[src/rtl/csr_trap_sequencer_pkg.sv]
// Shared definitions for the CSR trap sequencer.
// Holds the FSM state enum, CSR addresses, the machine external interrupt
// cause, mstatus/mie bit positions, the CSR request payload, and the
// mstatus transforms applied on trap entry and on mret.
package csr_trap_sequencer_pkg;

    localparam int unsigned XLEN       = 32;
    localparam int unsigned CSR_ADDR_W = 12;
    localparam int unsigned CAUSE_W    = 5;

    localparam logic [CSR_ADDR_W-1:0] CSR_MSTATUS = 12'h300;
    localparam logic [CSR_ADDR_W-1:0] CSR_MIE     = 12'h304;
    localparam logic [CSR_ADDR_W-1:0] CSR_MTVEC   = 12'h305;
    localparam logic [CSR_ADDR_W-1:0] CSR_MEPC    = 12'h341;
    localparam logic [CSR_ADDR_W-1:0] CSR_MCAUSE  = 12'h342;

    localparam logic [XLEN-1:0] IRQ_CAUSE_MEI = 32'h8000_000B;

    localparam int unsigned MSTATUS_MIE_BIT  = 3;
    localparam int unsigned MSTATUS_MPIE_BIT = 7;
    localparam int unsigned MSTATUS_MPP_LSB  = 11;
    localparam int unsigned MIE_MEIE_BIT     = 11;

    typedef enum logic [3:0] {
        IDLE,
        TRAP_RD_MTVEC,
        TRAP_RD_MST,
        TRAP_WR_MEPC,
        TRAP_WR_MCAUSE,
        TRAP_WR_MST,
        MRET_RD_MEPC,
        MRET_RD_MST,
        MRET_WR_MST,
        REDIRECT
    } state_e;

    // One access on the CSR file port.
    typedef struct packed {
        logic [CSR_ADDR_W-1:0] addr;
        logic [XLEN-1:0]       wdata;
        logic                  re;
        logic                  we;
    } csr_req_t;

    // Trap entry: stash MIE in MPIE, disable interrupts, enter M-mode.
    function automatic logic [XLEN-1:0] mstatus_on_trap(input logic [XLEN-1:0] ms);
        logic [XLEN-1:0] r;
        r                        = ms;
        r[MSTATUS_MPIE_BIT]      = ms[MSTATUS_MIE_BIT];
        r[MSTATUS_MIE_BIT]       = 1'b0;
        r[MSTATUS_MPP_LSB +: 2]  = 2'b11;
        return r;
    endfunction

    // mret: restore MIE from MPIE and set MPIE.
    function automatic logic [XLEN-1:0] mstatus_on_mret(input logic [XLEN-1:0] ms);
        logic [XLEN-1:0] r;
        r                   = ms;
        r[MSTATUS_MIE_BIT]  = ms[MSTATUS_MPIE_BIT];
        r[MSTATUS_MPIE_BIT] = 1'b1;
        return r;
    endfunction

endpackage

[src/rtl/csr_trap_sequencer_if.sv]
// CSR file port bundle.
// master: the sequencer (drives address/data/enables, receives read data).
// slave : the CSR file (read data is registered, valid the cycle after
//         csr_read_enable_o).
interface csr_trap_sequencer_if;
    import csr_trap_sequencer_pkg::*;

    logic [CSR_ADDR_W-1:0] csr_address_o;
    logic [XLEN-1:0]       csr_write_data_o;
    logic                  csr_read_enable_o;
    logic                  csr_write_enable_o;
    logic [XLEN-1:0]       csr_read_data_i;

    modport master (
        output csr_address_o, csr_write_data_o, csr_read_enable_o, csr_write_enable_o,
        input  csr_read_data_i
    );

    modport slave (
        input  csr_address_o, csr_write_data_o, csr_read_enable_o, csr_write_enable_o,
        output csr_read_data_i
    );
endinterface

[src/rtl/csr_trap_sequencer_trap_target_calc.sv]
// trap_target_calc: combinational trap target PC.
// Ports: mtvec_i (trap vector CSR), cause_i (low cause bits), irq_i (trap is
// an interrupt), target_o (redirect PC).
// Macro CSR_TRAP_VECTORED_EN: when defined, interrupts with mtvec mode 2'b01
// vector to base + 4*cause; otherwise the mode bits are ignored.
module trap_target_calc
    import csr_trap_sequencer_pkg::*;
(
    input  logic [XLEN-1:0]    mtvec_i,
    input  logic [CAUSE_W-1:0] cause_i,
    input  logic               irq_i,
    output logic [XLEN-1:0]    target_o
);

    logic [XLEN-1:0] base_c;
    assign base_c = {mtvec_i[XLEN-1:2], 2'b00};

`ifdef CSR_TRAP_VECTORED_EN
    assign target_o = (irq_i && (mtvec_i[1:0] == 2'b01))
                    ? base_c + XLEN'({cause_i, 2'b00})
                    : base_c;
`else
    logic unused_c;
    assign unused_c = ^{mtvec_i[1:0], cause_i, irq_i};
    assign target_o = base_c;
`endif

endmodule

[src/rtl/csr_trap_sequencer.sv]
// csr_trap_sequencer: sole owner of the CSR file port. Sequences trap entry
// (exception or machine external interrupt) and mret through CSR reads and
// writes, and lets pipeline CSR accesses through while idle.
// Ports:
//   clk_i, rst_ni                 clock, async active-low reset
//   exc_valid_i/exc_cause_i/exc_pc_i  exception request
//   mret_i                        mret request
//   irq_i/irq_pc_i                external interrupt level and resume PC
//   ack_o                         event accepted (pulse in accept cycle)
//   busy_o                        sequencer not idle
//   redirect_valid_o/redirect_pc_o  fetch redirect
//   pipe_csr_*                    pipeline CSR access (granted when idle)
//   csr_if (master)               CSR file port
// Macro CSR_TRAP_VECTORED_EN selects vectored interrupt targets (see
// trap_target_calc).
module csr_trap_sequencer
    import csr_trap_sequencer_pkg::*;
(
    input  logic                  clk_i,
    input  logic                  rst_ni,
    input  logic                  exc_valid_i,
    input  logic [CAUSE_W-1:0]    exc_cause_i,
    input  logic [XLEN-1:0]       exc_pc_i,
    input  logic                  mret_i,
    input  logic                  irq_i,
    input  logic [XLEN-1:0]       irq_pc_i,
    output logic                  ack_o,
    output logic                  busy_o,
    output logic                  redirect_valid_o,
    output logic [XLEN-1:0]       redirect_pc_o,
    input  logic [CSR_ADDR_W-1:0] pipe_csr_addr_i,
    input  logic [XLEN-1:0]       pipe_csr_wdata_i,
    input  logic                  pipe_csr_re_i,
    input  logic                  pipe_csr_we_i,
    output logic                  pipe_csr_gnt_o,
    output logic [XLEN-1:0]       pipe_csr_rdata_o,
    csr_trap_sequencer_if.master  csr_if
);

    state_e          state_q, state_d;
    logic [XLEN-1:0] pc_q, pc_d;
    logic [XLEN-1:0] cause_q, cause_d;
    logic            is_irq_q, is_irq_d;
    logic [XLEN-1:0] mtvec_q, mtvec_d;
    logic [XLEN-1:0] mstatus_q, mstatus_d;
    logic [XLEN-1:0] mepc_q, mepc_d;
    logic            mie_sh_q, mie_sh_d;
    logic            meie_sh_q, meie_sh_d;
    logic            busy_q, busy_d;
    logic            redirect_valid_q, redirect_valid_d;
    logic [XLEN-1:0] redirect_pc_q, redirect_pc_d;

    logic            ack_c;
    logic            gnt_c;
    logic            irq_take_c;
    csr_req_t        req_c;
    logic [XLEN-1:0] trap_target_c;

    trap_target_calc u_target (
        .mtvec_i  (mtvec_q),
        .cause_i  (cause_q[CAUSE_W-1:0]),
        .irq_i    (is_irq_q),
        .target_o (trap_target_c)
    );

    assign irq_take_c = irq_i && mie_sh_q && meie_sh_q;

    // Next state, CSR port drive, captures and shadow tracking.
    always_comb begin
        state_d          = state_q;
        pc_d             = pc_q;
        cause_d          = cause_q;
        is_irq_d         = is_irq_q;
        mtvec_d          = mtvec_q;
        mstatus_d        = mstatus_q;
        mepc_d           = mepc_q;
        mie_sh_d         = mie_sh_q;
        meie_sh_d        = meie_sh_q;
        redirect_valid_d = 1'b0;
        redirect_pc_d    = redirect_pc_q;
        ack_c            = 1'b0;
        gnt_c            = 1'b0;
        req_c            = '0;

        case (state_q)
            IDLE: begin
                if (exc_valid_i) begin
                    ack_c    = 1'b1;
                    pc_d     = exc_pc_i;
                    cause_d  = XLEN'(exc_cause_i);
                    is_irq_d = 1'b0;
                    state_d  = TRAP_RD_MTVEC;
                end else if (mret_i) begin
                    ack_c    = 1'b1;
                    state_d  = MRET_RD_MEPC;
                end else if (irq_take_c) begin
                    ack_c    = 1'b1;
                    pc_d     = irq_pc_i;
                    cause_d  = IRQ_CAUSE_MEI;
                    is_irq_d = 1'b1;
                    state_d  = TRAP_RD_MTVEC;
                end else begin
                    gnt_c       = 1'b1;
                    req_c.addr  = pipe_csr_addr_i;
                    req_c.wdata = pipe_csr_wdata_i;
                    req_c.re    = pipe_csr_re_i;
                    req_c.we    = pipe_csr_we_i;
                end
            end
            TRAP_RD_MTVEC: begin
                req_c.addr = CSR_MTVEC;
                req_c.re   = 1'b1;
                state_d    = TRAP_RD_MST;
            end
            TRAP_RD_MST: begin
                mtvec_d    = csr_if.csr_read_data_i;
                req_c.addr = CSR_MSTATUS;
                req_c.re   = 1'b1;
                state_d    = TRAP_WR_MEPC;
            end
            TRAP_WR_MEPC: begin
                mstatus_d   = csr_if.csr_read_data_i;
                req_c.addr  = CSR_MEPC;
                req_c.wdata = pc_q;
                req_c.we    = 1'b1;
                state_d     = TRAP_WR_MCAUSE;
            end
            TRAP_WR_MCAUSE: begin
                req_c.addr  = CSR_MCAUSE;
                req_c.wdata = cause_q;
                req_c.we    = 1'b1;
                state_d     = TRAP_WR_MST;
            end
            TRAP_WR_MST: begin
                req_c.addr       = CSR_MSTATUS;
                req_c.wdata      = mstatus_on_trap(mstatus_q);
                req_c.we         = 1'b1;
                state_d          = REDIRECT;
                redirect_valid_d = 1'b1;
                redirect_pc_d    = trap_target_c;
            end
            MRET_RD_MEPC: begin
                req_c.addr = CSR_MEPC;
                req_c.re   = 1'b1;
                state_d    = MRET_RD_MST;
            end
            MRET_RD_MST: begin
                mepc_d     = csr_if.csr_read_data_i;
                req_c.addr = CSR_MSTATUS;
                req_c.re   = 1'b1;
                state_d    = MRET_WR_MST;
            end
            MRET_WR_MST: begin
                // mstatus read data arrives this cycle; write it back directly.
                mstatus_d        = csr_if.csr_read_data_i;
                req_c.addr       = CSR_MSTATUS;
                req_c.wdata      = mstatus_on_mret(csr_if.csr_read_data_i);
                req_c.we         = 1'b1;
                state_d          = REDIRECT;
                redirect_valid_d = 1'b1;
                redirect_pc_d    = mepc_q;
            end
            REDIRECT: begin
                state_d = IDLE;
            end
            default: begin
                state_d = IDLE;
            end
        endcase

        // Interrupt enable shadows follow every mstatus/mie write on the port.
        if (req_c.we) begin
            if (req_c.addr == CSR_MSTATUS) mie_sh_d  = req_c.wdata[MSTATUS_MIE_BIT];
            if (req_c.addr == CSR_MIE)     meie_sh_d = req_c.wdata[MIE_MEIE_BIT];
        end

        busy_d = (state_d != IDLE);
    end

    // State and capture registers.
    always_ff @(posedge clk_i or negedge rst_ni) begin
        if (!rst_ni) begin
            state_q          <= IDLE;
            pc_q             <= '0;
            cause_q          <= '0;
            is_irq_q         <= 1'b0;
            mtvec_q          <= '0;
            mstatus_q        <= '0;
            mepc_q           <= '0;
            mie_sh_q         <= 1'b0;
            meie_sh_q        <= 1'b0;
            busy_q           <= 1'b0;
            redirect_valid_q <= 1'b0;
            redirect_pc_q    <= '0;
        end else begin
            state_q          <= state_d;
            pc_q             <= pc_d;
            cause_q          <= cause_d;
            is_irq_q         <= is_irq_d;
            mtvec_q          <= mtvec_d;
            mstatus_q        <= mstatus_d;
            mepc_q           <= mepc_d;
            mie_sh_q         <= mie_sh_d;
            meie_sh_q        <= meie_sh_d;
            busy_q           <= busy_d;
            redirect_valid_q <= redirect_valid_d;
            redirect_pc_q    <= redirect_pc_d;
        end
    end

    // Accept, grant and CSR passthrough are same-cycle; hold them low in reset.
    assign ack_o            = rst_ni & ack_c;
    assign pipe_csr_gnt_o   = rst_ni & gnt_c;
    assign pipe_csr_rdata_o = rst_ni ? csr_if.csr_read_data_i : '0;
    assign busy_o           = busy_q;
    assign redirect_valid_o = redirect_valid_q;
    assign redirect_pc_o    = redirect_pc_q;

    assign csr_if.csr_address_o      = rst_ni ? req_c.addr  : '0;
    assign csr_if.csr_write_data_o   = rst_ni ? req_c.wdata : '0;
    assign csr_if.csr_read_enable_o  = rst_ni & req_c.re;
    assign csr_if.csr_write_enable_o = rst_ni & req_c.we;

endmodule

[src/flat_wrapper.sv]
// flat-port wrapper written by rule: the top's interface ports become plain ports
module csr_trap_sequencer_flat import csr_trap_sequencer_pkg::*;
  (clk_i, rst_ni, exc_valid_i, exc_cause_i, exc_pc_i, mret_i, irq_i, irq_pc_i, ack_o, busy_o, redirect_valid_o, redirect_pc_o, pipe_csr_addr_i, pipe_csr_wdata_i, pipe_csr_re_i, pipe_csr_we_i, pipe_csr_gnt_o, pipe_csr_rdata_o, csr_if_csr_address_o, csr_if_csr_write_data_o, csr_if_csr_read_enable_o, csr_if_csr_write_enable_o, csr_if_csr_read_data_i);
  csr_trap_sequencer_if csr_if_i ();
  input  logic clk_i;
  input  logic rst_ni;
  input  logic exc_valid_i;
  input  logic [CAUSE_W-1:0] exc_cause_i;
  input  logic [XLEN-1:0] exc_pc_i;
  input  logic mret_i;
  input  logic irq_i;
  input  logic [XLEN-1:0] irq_pc_i;
  output logic ack_o;
  output logic busy_o;
  output logic redirect_valid_o;
  output logic [XLEN-1:0] redirect_pc_o;
  input  logic [CSR_ADDR_W-1:0] pipe_csr_addr_i;
  input  logic [XLEN-1:0] pipe_csr_wdata_i;
  input  logic pipe_csr_re_i;
  input  logic pipe_csr_we_i;
  output logic pipe_csr_gnt_o;
  output logic [XLEN-1:0] pipe_csr_rdata_o;
  output wire logic [$bits(csr_if_i.csr_address_o)-1:0] csr_if_csr_address_o;
  output wire logic [$bits(csr_if_i.csr_write_data_o)-1:0] csr_if_csr_write_data_o;
  output wire logic [$bits(csr_if_i.csr_read_enable_o)-1:0] csr_if_csr_read_enable_o;
  output wire logic [$bits(csr_if_i.csr_write_enable_o)-1:0] csr_if_csr_write_enable_o;
  input wire logic [$bits(csr_if_i.csr_read_data_i)-1:0] csr_if_csr_read_data_i;
  assign csr_if_csr_address_o = csr_if_i.csr_address_o;
  assign csr_if_csr_write_data_o = csr_if_i.csr_write_data_o;
  assign csr_if_csr_read_enable_o = csr_if_i.csr_read_enable_o;
  assign csr_if_csr_write_enable_o = csr_if_i.csr_write_enable_o;
  assign csr_if_i.csr_read_data_i = csr_if_csr_read_data_i;
  csr_trap_sequencer u_core (.clk_i(clk_i), .rst_ni(rst_ni), .exc_valid_i(exc_valid_i), .exc_cause_i(exc_cause_i), .exc_pc_i(exc_pc_i), .mret_i(mret_i), .irq_i(irq_i), .irq_pc_i(irq_pc_i), .ack_o(ack_o), .busy_o(busy_o), .redirect_valid_o(redirect_valid_o), .redirect_pc_o(redirect_pc_o), .pipe_csr_addr_i(pipe_csr_addr_i), .pipe_csr_wdata_i(pipe_csr_wdata_i), .pipe_csr_re_i(pipe_csr_re_i), .pipe_csr_we_i(pipe_csr_we_i), .pipe_csr_gnt_o(pipe_csr_gnt_o), .pipe_csr_rdata_o(pipe_csr_rdata_o), .csr_if(csr_if_i));
endmodule
[config.mk]
export PLATFORM = sky130hd
export DESIGN_NAME = csr_trap_sequencer_flat
export DESIGN_NICKNAME = d
export VERILOG_FILES = /design/src/rtl/csr_trap_sequencer_pkg.sv /design/src/rtl/csr_trap_sequencer_if.sv /design/src/rtl/csr_trap_sequencer_trap_target_calc.sv /design/src/rtl/csr_trap_sequencer.sv /design/src/flat_wrapper.sv
export SDC_FILE = /design/constraint.sdc
export NUM_CORES = 1
export LEC_CHECK = 0
export ABC_AREA = 0
export BUFFER_PORTS_ARGS = -buffer_cell sky130_fd_sc_hd__buf_2
export CAP_MARGIN = 20
export CORE_MARGIN = 2
export CORE_UTILIZATION = 55
export CTS_CLUSTER_DIAMETER = 150
export DETAILED_ROUTE_END_ITERATION = 7
export PLACE_DENSITY_LB_ADDON = 0.2
export SLEW_MARGIN = 20
export SYNTH_ARGS = -nofsm -noshare
export SYNTH_HDL_FRONTEND = slang
export SYNTH_SLANG_ARGS = --single-unit
[constraint.sdc]
create_clock -name clk_i -period 4.5 [get_ports clk_i]
set_input_delay 0.45 -clock clk_i [delete_from_list [all_inputs] [get_ports clk_i]]
set_output_delay 0.45 -clock clk_i [all_outputs]
set_load 0.005 [all_outputs]
## After elaboration in Yosys (flattened, before gate mapping)

Cells that the tools add are included.

- Memories kept: 0
- ROM bits: 0
- Output and inout port bits: 114
- Register bits: 200
- Logic and storage cells: 71
- Latch bits: 0
- Memory bits (writable): 0
- Input bits: 152

- $lt $le $gt $ge: 0
- Bitwise operators: 4
- Equality and inequality tests: 11
- Multiplexer cells: 30
- Div/mod/pow operators: 0
- $add $sub $neg: 0
- Shifts and indexed selects: 0
- $mul: 0
- Reductions and logical operators: 15

Operator list:

| cell | count |
|---|---|
| 32-bit 2-to-1 mux | 8 |
| 32-bit case mux with 5 select lines | 1 |
| 46-bit 2-to-1 mux | 3 |
| 32-bit case mux with 2 select lines | 1 |
| 12-bit case mux with 5 select lines | 1 |
| 4-bit case mux with 8 select lines | 1 |
| 12-bit by 10-bit equality test with 1-bit output (second input constant) | 2 |
| 4-bit by 3-bit equality test with 1-bit output (second input constant) | 4 |
| 12-bit 2-to-1 mux | 1 |
| 4-bit 2-to-1 mux | 3 |
| 4-bit OR reduction | 3 |
| 1-bit 2-to-1 mux | 9 |
| 4-bit by 2-bit equality test with 1-bit output (second input constant) | 2 |
| 2-bit OR reduction | 3 |
| 1-bit AND | 4 |
| 4-bit by 1-bit equality test with 1-bit output (second input constant) | 1 |
| 4-bit equality test (second input constant) | 1 |
| 4-bit zero test | 1 |
| 1-bit case mux with 2 select lines | 2 |
| 2-bit AND reduction | 2 |
| 2-bit nonzero test | 2 |
| 4-bit nonzero test | 1 |
| 3-bit AND reduction | 1 |
| 1-bit logical AND | 2 |
| 2-bit inequality test (second input constant) | 1 |

## Depth between registers and ports, before layout

Gate-level depths: netlist (run 1).

- Word-level depth: 8
- Depth in mapped cells: 8
- Depth with buffers taken out: 5

## Modules after synthesis

A second synthesis (run 1) with hierarchy kept.

- Cell total of the unflattened synthesis: 795
- Area total of the unflattened synthesis: 8455.6 um^2

Modules (own cells, without submodules):

| module | area an instance (um^2) | times used | seq. area each (um^2) | cells each |
|---|---|---|---|---|
| csr_trap_sequencer | 8211.6 | 1 | 4279.1 | 762 |
| trap_target_calc | 244.0 | 1 | 0.0 | 33 |

## Worst setup path after synthesis (run 1)

No wires, ideal clock.

- Kind: register to output
- Start point: register u_core.state_q[0]
- End point: output port csr_if_csr_write_data_o[10]
- Required time: 4050 ps
- Path buffers: 2
- Arrival: 1566 ps
- Stages on the path, launching flop included: 7
- Path slack: 2484 ps
- Cell sequence: dfrtp_1 nor4_4 and2_1 buf_4 buf_2 nand2_1 a21oi_1

- Word-level cells in the longest chain between the ends: 3
- Elaborated cells between the ends (all ways): 7
- Those cells by class: eq/ne (4); mux (2); reduce/logical (1)

RTL lines:

| item | RTL line | source |
|---|---|---|
| start, declared | csr_trap_sequencer.sv:40 | `state_e state_q, state_d;` |
| start signal, assigned | csr_trap_sequencer.sv:196 | `state_q <= state_d;` |
| 4-bit equality test (tied with other cells) | csr_trap_sequencer.sv:85 | `case (state_q)` |
| 32-bit case mux with 5 select lines (*) | csr_trap_sequencer.sv:85 |  |
| 32-bit 2-to-1 mux (*) | csr_trap_sequencer.sv:220 | `assign csr_if.csr_write_data_o = rst_ni ? req_c.wdata : '0;` |
| end, declared | flat_wrapper.sv:24 | `output wire logic [$bits(csr_if_i.csr_write_data_o)-1:0] csr_if_csr_write_data_o;` |

Every way passes the cells marked *; elsewhere a longest branch is shown, timed or not.

## Worst setup path after layout (run 1)

- Start point: register u_core.state_q[1]
- End point: output port csr_if_csr_write_data_o[2]

The elaborated chain is that of the path after synthesis.

==> flow_summary.yaml, run 1 <==
flow_run:
  max_cap_viol_count: 0
placed_design:
  place.gp.congestion: 0.8398
  dp_cells: 1148
  dp_hpwl_mm: 14.05
  port_buffers: 265
global_routing:
  antenna_found_initial: 2
  overflow: 0
  grt_pass1_wl_mm: 34.35
  grt_max_degree: 100
  first_global_vias: 6595
  use_met2_pct: 46.11
  grtUsageTotal_pct: 27.43
  met1_usage_pct: 36.37
  use_met3_pct: 6.415
  grt_busiest_layer: "met2"
floorplanning:
  core_area_sq_um: 14590
  initial_utilization_pct: 56.35
  die_x_microns: 126.3
  ios: 266
  dieArea_sq_um: 15940
  die_h_microns: 126.3
  placementRows: 44
synth:
  synthCells: 750
  syn_avg_cell_area_sq_um: 10.96
  yosys.cell_count.top_type: "dfrtp_1"
  syn_nets: 902
  synth_top_area_share_pct: 51.45
  synthTopCellsByArea: "dfrtp_1 (51%), mux2_2 (11%), mux2i_1 (7.7%), nand2_1 (5.3%), o21ai_0 (4.3%)"
  ys_types: 47
  synth_common_cells: "dfrtp_1 (169), nand2_1 (115), mux2_2 (81), o21ai_0 (71), mux2i_1 (63)"
  async_flop_share_pct: 100.0
  yosys_warnings: 0
  yosysSeqAreaShare_pct: 51.45
  synth_area_leader_cell: "dfrtp_1"
  yosys_register_bits: 169
  synth_edf_count: 0
  synth-main-ff-cell: "dfrtp_1"
  synth_area_sq_um: 8220
worst_setup_path:
  worstRegToRegCells: 4
  cp_max_fo: 40
  arrival_ps: 3030
  endpoint_kind: "primary output"
  crit_chain: "nor4_4 -> and2_2 -> nand2_1 -> a31oi_1 -> buf_2"
  r2r_slack_ps: 1550
  required_ps: 4050
  slowest_stage: "and2_2"
  rr_startpoint: "u_core.state_q[1]$_DFF_PN0_"
  cp-start-kind: "flop"
  r2r-end: "u_core.mstatus_q[14]$_DFFE_PN0P_"
  cpPeakStageDelay_ps: 830
  path_class: "reg -> out"
clock_tree:
  cts_buffers: 17
  postCtsSetupBuffers: 0
  cts_tree: "done"
  cts_buffer_depth: 2
  h-tree-depth: 4
  hold_buffers: 0
  insertion_delay_ps: 420
  root_buffer: "clkbuf_16"
  cts_resized: 0
  clk_pin_slew_ps: 60
  cts_sinks: 169
worst_hold_path:
  hold_class: "in -> async"
drt:
  wl_mm: 21.23
  vias: 6797
  antenna_left: 0
  drc: 0
  firstDrtPassIters: 8
  via_per_inst: 5.755
  drt-wirelength-per-cell_microns: 17.97
  drt_iter0_drc: 649
final_layout:
  finish.utilization_pct: 69.96
  area_growth_pct: 24.15
  nets: 1135
  final_cells: 1181
  drive_gt1_share_pct: 40.06
sta:
  timing.slew.headroom_pct: 29.58
  worstMarginPinSlew_ps: 1048
  drv_slew: 0
  finalCritPeriodShare_pct: 77.31
  setup_violations: 0
  rsz0062_at_grt: "false"
  skew_ps: 8.308
  min_period_ps: 3479
  final-hold-violation-count: 0
  fin_tns_setup_ps: 0
  max_freq_ghz: 0.2874
power_and_ir_drop:
  peakVddDrop_uv: 309.6
  cellPowerDensity_nw_per_um2: 641.7
  total_power_uw: 6549
  p_leak_uw: 0.004742
run_status:
  status: "completed"
[layout make-up]
cell class | count | area (sq um)
multi-input cells | 519 | 3721
well taps | 184 | 230.2
clock inverters | 12 | 148.9
flip-flops and latches | 169 | 4229
diodes | 1 | 2.502
clock buffers | 20 | 446.7
inverters | 4 | 15.01
repair buffers | 272 | 1413
fillers | 1136 | 4383
[worst max path at each step]
stage                                 from                     endpoint  cells past startpoint
3_3_place_gp   u_core.state_q[1]$_DFF_PN0_  csr_if_csr_write_data_o[19]                      5
4_1_cts        u_core.state_q[1]$_DFF_PN0_  csr_if_csr_write_data_o[19]                      5
3_5_place_dp   u_core.state_q[1]$_DFF_PN0_  csr_if_csr_write_data_o[19]                      5
2_1_floorplan  u_core.state_q[0]$_DFF_PN0_  csr_if_csr_write_data_o[10]                      6
5_1_grt        u_core.state_q[1]$_DFF_PN0_  csr_if_csr_write_data_o[19]                      5
6_report       u_core.state_q[1]$_DFF_PN0_   csr_if_csr_write_data_o[2]                      5
[critical path, delay by kind of cell (launching register included)]
kind	cells	cell delay, ps
AO/OA/AOI/OAI	1	240
buffers and inverters	1	160
flip-flops	1	650
AND/OR/NAND/NOR	3	1560
[kinds of logic after synthesis]
kind of cell	share of synthesized area (%)
AND/OR/NAND/NOR	12.25
flip-flops	51.45
AO/OA/AOI/OAI	12.16
multiplexers	20.14
buffers and inverters	3.790
XOR/XNOR	0.2131
[report_power, final]
group          switching, uW  internal [uW]
sequential               499           2280
clock                    580            886
combinational           1160           1140
[cells in the final DEF, fill, tap and decap left out, drive strengths merged, types with 6 or more instances in the layout]
cell,n
mux2i,63
nor2,12
o21ai,75
buf,271
a21oi,31
clkinv,7
and2,42
a222oi,28
mux2,91
nand3,6
clkbuf,21
nor2b,9
nand2,116
dfrtp,169
[flip-flops by register name, indices dropped and copies added (netlist names), 4 cells and up]
signal                cells
u_core.cause_q            6
u_core.mepc_q            32
u_core.mstatus_q         29
u_core.mtvec_q           30
u_core.pc_q              32
u_core.redirect_pc_o     32
u_core.state_q            4
[layer usage]
metal  routed length [microns]  up-vias
li1                          -     3156
met1                      8626     3325
met2                     10760      290
met3                      1595       24
met4                       232        2
met5                        13        -
[through the flow]
step / hold slack, ps / instance area (sq um) / worst slack, ps
floorplan: 154.4 / 8220 / 2484
global placement: 452.4 / 9608 / 1543
detailed placement: 460.8 / 9608 / 1467
CTS: 119.3 / 10200 / 1014
global route: 132.0 / 10210 / 787.2
finish: 75.15 / 10210 / 1021
(Power assumes the default switching activity.)
==> inputs of run 2 (changes only) <==
ABC_AREA = 1   (was 0)
CORE_UTILIZATION = 46   (was 55)
clock period = 2.96 ns   (was 4.5 ns; I/O delays follow)
==> flow_summary.yaml, run 2 <==
synth:
  synth_edf_count: 0
  synthTopCellsByArea: "dfrtp_1 (52%), nand2_1 (13%), nor2_1 (5.5%), o21ai_0 (5.4%), inv_1 (5.2%)"
  synth_compound_area_share_pct: 14.99
  ys_types: 27
  synth_area_sq_um: 8170
  muxShareOfSynthArea_pct: 0.1378
  yosysSeqAreaShare_pct: 51.76
  synth_common_cells: "nand2_1 (289), dfrtp_1 (169), nor2_1 (120), inv_1 (114), o21ai_0 (88)"
  synthAdderAreaFrac_pct: 0
  yosys_register_bits: 169
  synthXorXnorAreaFrac_pct: 0
  synthCells: 1049
  yosys_warnings: 0
  yosys.cell_count.top_type: "nand2_1"
  synthSimpleGateAreaFrac_pct: 23.75
  async_flop_share_pct: 100.0
  synth_area_leader_cell: "dfrtp_1"
  syn_avg_cell_area_sq_um: 7.789
  synth_top_area_share_pct: 51.76
  syn_nets: 1201
  synth-main-ff-cell: "dfrtp_1"
  synth_top_family_by_area: "simple AND/OR/NAND/NOR gates"
placed_design:
  placed_cell_area_sq_um: 9657
  dp_hpwl_mm: 18.12
  port_buffers: 265
  place.gp.congestion: 0.9677
flow_run:
  max_cap_viol_count: 0
sta:
  skew_ps: 6.276
  final-hold-violation-count: 0
  setup_violations: 0
  finalCritPeriodShare_pct: 93.97
  rsz0062_at_grt: "false"
  fin_tns_setup_ps: 0
  holdWs_ps: 97.57
  max_freq_ghz: 0.3595
  drv_slew: 0
  worstMarginPinSlew_ps: 663.7
  timing.slew.headroom_pct: 55.69
  min_period_ps: 2781
power_and_ir_drop:
  clock_power_share_pct: 23.3
  p_int_uw: 6275
  power_frac_seq_pct: 40.9
  power_switching_share_pct: 37.31
  cellPowerDensity_nw_per_um2: 972.3
  p_sw_uw: 3734
  peakVddDrop_uv: 502.7
  p_leak_uw: 0.005619
  combPwrFrac_pct: 35.8
clock_tree:
  cts_buffers: 17
  insertion_delay_ps: 420
  cts_tree: "done"
  cts_sinks: 169
  postCtsSetupBuffers: 0
  root_buffer: "clkbuf_16"
  h-tree-depth: 4
  cts_buffer_depth: 2
  clk_pin_slew_ps: 60
floorplanning:
  die_h_microns: 137.3
  initial_utilization_pct: 47.07
  die_x_microns: 137.3
  dieArea_sq_um: 18840
  placementRows: 48
  core_area_sq_um: 17360
  ios: 266
run_status:
  status: "completed"
final_layout:
  area_growth_pct: 25.99
  fillerInstances: 1605
  final_common_cell: "nand2_1"
  diodes: 0
  drive_gt1_share_pct: 25.63
  final_cell_mix: "nand2_1 (287), buf_2 (264), dfrtp_1 (169), nor2_1 (120), inv_1 (114)"
  finalInstanceArea_sq_um: 10290
  nets: 1442
drt:
  via_per_inst: 5.171
  drt-wirelength-per-cell_microns: 16.14
  wl_mm: 24.67
  drt_iter0_drc: 680
  vias: 7901
  antenna_left: 0
  drc: 0
  firstDrtPassIters: 5
worst_setup_path:
  endpoint_kind: "primary output"
  required_ps: 2660
  cp-start-kind: "flop"
  cp_max_fo: 34
  path_class: "reg -> out"
  arrival_ps: 2490
global_routing:
  overflow: 0
  first_global_vias: 7509
  grt_pass1_wl_mm: 38.92
  grt_max_degree: 65
  grtUsageTotal_pct: 26.90
  antenna_found_initial: 0
worst_hold_path:
  hold_class: "in -> reg"
run 2: cell count changes after synthesis, sizes merged, moves of 42 or more:
cell / previous run / this run
and2: 42 / 0
inv: 4 / 118
mux2: 91 / 1
mux2i: 63 / 0
nand2: 116 / 293
nand3: 6 / 58
nor2: 12 / 126
run 2: timing repair:
item | CTS | global route
endpoints found under the hold margin | 16 | 0
hold buffers | 1 | 0
setup endpoints to repair | 0 | 1
gates resized for setup | 0 | 1
run 2: area by class of cell:
class	count	area (sq um)	area share [%]
timing repair buffer	288	1523	14.79
clock inverter	11	171.4	1.665
sequential	169	4229	41.08
inverter	119	446.7	4.339
tap	225	281.5	2.735
clock buffer	21	450.4	4.376
multi-input combinational	695	3192	31.01
run 2: worst max-delay path, cell delays in order, from the launching register on:
cell and delay [ps]:
dfrtp_1 420, inv_1 110, nor2_1 150, nand2_1 200, inv_2 550, a21oi_1 150, a31oi_1 300, buf_2 190
run 2: worst paths after layout:
path / from / to / slack, ps / cells past startpoint
setup / recovery: u_core.state_q[0]$_DFF_PN0_ / csr_if_csr_write_data_o[4] / 180 / 7
hold / removal: exc_cause_i[1] / u_core.cause_q[1]$_DFFE_PN0P_ / 100 / 3
setup reg to reg: u_core.state_q[3]$_DFF_PN0_ / u_core.mstatus_q[4]$_DFFE_PN0P_ / 720 / 7
hold reg to reg: u_core.redirect_pc_o[19]$_DFFE_PN0P_ / u_core.redirect_pc_o[19]$_DFFE_PN0P_ / 480 / 2
max in group asynchronous: rst_ni / u_core.mtvec_q[30]$_DFFE_PN0P_ / 1440 / 4
min in group asynchronous: rst_ni / u_core.redirect_pc_o[8]$_DFFE_PN0P_ / 300 / 2
run 2: per-layer routing:
metal  vias to the layer above  track usage, %  share of wire (%)
li1                       3889               -                  -
met1                      3672           38.77                 46
met2                       307           41.74                 46
met3                        33           4.341                5.6
met4                         0           8.534                2.1
met5                         -               0                  0
run 2: cell families (layout without fill, tap and decap cells):
logic type      count (synthesis)  after routing
flops                         169            169
buf+inv                       185            439
compound gates                211            211
simple gates                  483            483
mux                             1              1
run 2: power groups by stage:
stage | logic, uW | registers [uW] | clock network (uW)
2_1_floorplan | 2400 | 3950 | 0
3_3_place_gp | 3490 | 4080 | 0
3_5_place_dp | 3560 | 4110 | 0
4_1_cts | 3590 | 4080 | 2360
5_1_grt | 4110 | 4230 | 2460
6_report | 3580 | 4090 | 2330
run 2: per-stage QoR:
step	util [%]	setup WS, ps	instances	total power [uW]
2_1_floorplan	-	1258	1049	6346
3_3_place_gp	55.64	682.2	1495	7568
3_5_place_dp	55.64	625.2	1495	7679
4_1_cts	59.28	198.0	1528	10040
5_1_grt	59.31	33.30	1528	10790
6_report	59.31	178.5	1528	10010
==> inputs of run 3 (changes only) <==
PLACE_DENSITY = 0.76   (was default)
PLACE_DENSITY_LB_ADDON = default   (was 0.2)
==> flow_summary.yaml, run 3 (synthesis gave the netlist of run 2 again) <==
drt:
  drt_iter0_drc: 627
  antenna_left: 0
  drt-wirelength-per-cell_microns: 16.14
  wl_met2_mm: 11.53
  dr.max_layer_used: "met4"
  route.met3.wl_mm: 1.707
  via_per_inst: 5.212
  firstDrtPassIters: 5
  wl_mm: 24.61
  vias: 7948
  wl_met1_mm: 11.00
  drc: 0
floorplanning:
  dieArea_sq_um: 18840
  initial_utilization_pct: 47.07
  die_h_microns: 137.3
  ios: 266
  placementRows: 48
  core_area_sq_um: 17360
  die_x_microns: 137.3
worst_setup_path:
  path_class: "reg -> out"
  cp-start-kind: "flop"
  arrival_ps: 2430
  endpoint_kind: "primary output"
  r2r_slack_ps: 720
  cp_max_fo: 18
  required_ps: 2660
clock_tree:
  root_buffer: "clkbuf_16"
  hold_buffers: 1
  cts_buffers: 17
  cts_sinks: 169
  h-tree-depth: 4
  cts_buffer_depth: 2
  insertion_delay_ps: 420
  clk_pin_slew_ps: 70
  cts_resized: 0
  cts_tree: "done"
  postCtsSetupBuffers: 0
sta:
  worstMarginPinSlew_ps: 797.8
  final-hold-violation-count: 0
  rsz0062_at_grt: "false"
  max_freq_ghz: 0.3671
  drv_slew: 0
  setup_violations: 0
  min_period_ps: 2724
  holdWs_ps: 107.2
  skew_ps: 11.16
  fin_tns_setup_ps: 0
  finalCritPeriodShare_pct: 92.02
  timing.slew.headroom_pct: 46.74
final_layout:
  fillerInstances: 1613
  final_cell_mix: "nand2_1 (287), buf_2 (264), dfrtp_1 (169), nor2_1 (120), inv_1 (114)"
  drive_gt1_share_pct: 25.56
  nets: 1438
  area_growth_pct: 25.38
  finish.utilization_pct: 59.02
  final_common_cell: "nand2_1"
global_routing:
  overflow: 0
  grt_max_degree: 142
  first_global_vias: 7277
  grt_pass1_wl_mm: 37.77
  grtUsageTotal_pct: 26.30
  antenna_found_initial: 1
placed_design:
  dp_hpwl_mm: 17.63
  port_buffers: 265
  place.gp.congestion: 0.9018
worst_hold_path:
  hold_class: "in -> reg"
power_and_ir_drop:
  power_switching_share_pct: 38.07
  clock_power_share_pct: 22.4
  p_leak_uw: 0.005583
  total_power_uw: 9897
  combPwrFrac_pct: 36.1
  peakVddDrop_uv: 442.8
  p_sw_uw: 3767
  cellPowerDensity_nw_per_um2: 966.1
  power_frac_seq_pct: 41.5
  p_int_uw: 6129
flow_run:
  max_cap_viol_count: 0
run_status:
  status: "completed"
## run 3: path summary, 6_finish.rpt
kind	startpoint	endpoint	depth (start not counted)
setup reg to reg	u_core.state_q[3]$_DFF_PN0_	u_core.mstatus_q[1]$_DFFE_PN0P_	6
hold / removal	exc_cause_i[1]	u_core.cause_q[1]$_DFFE_PN0P_	3
max in group asynchronous	rst_ni	u_core.redirect_pc_o[12]$_DFFE_PN0P_	3
hold reg to reg	u_core.redirect_pc_o[15]$_DFFE_PN0P_	u_core.redirect_pc_o[15]$_DFFE_PN0P_	2
setup / recovery	u_core.state_q[1]$_DFF_PN0_	csr_if_csr_write_data_o[11]	8
min in group asynchronous	rst_ni	u_core.pc_q[6]$_DFFE_PN0P_	2
## run 3: metal layers
layer  vias up  track usage, %
li1       3875               -
met1      3693           37.39
met2       353           40.99
met3        27           4.489
met4         0           8.763
met5         -               0
## run 3: layout make-up
class | count | area, sq um | share of cell area, %
Sequential cell | 169 | 4229 | 41.28
Multi-Input combinational cell | 695 | 3182 | 31.06
Timing Repair Buffer | 284 | 1505 | 14.69
Clock buffer | 20 | 456.7 | 4.458
Inverter | 119 | 446.7 | 4.361
Tap cell | 225 | 281.5 | 2.748
Clock inverter | 12 | 140.1 | 1.368
Antenna cell | 1 | 2.502 | 0.02443
## run 3: per-stage QoR
stage	cell area [sq um]	setup slack [ps]	cells
2_1_floorplan	8170	1258	1049
6_report	10240	236.2	1525
4_1_cts	10240	276.5	1524
5_1_grt	10240	64.06	1525
3_5_place_dp	9634	737.4	1491
3_3_place_gp	9634	772.1	1491
## run 3: power by group through the flow
stage,sequential (uW),combinational (uW),clock [uW]
5_1_grt,4210,4100,2350
4_1_cts,4090,3590,2250
3_3_place_gp,4080,3480,0
3_5_place_dp,4120,3570,0
6_report,4100,3570,2220
2_1_floorplan,3950,2400,0
## run 3: critical path, cell delays in order, from the launching register on
cell and delay [ps]:
dfrtp_1 440, nor2_2 200, nand2_2 150, nor2_4 520
a21oi_1 180, o21ai_1 230, inv_1 80, nor2_1 90
buf_2 110
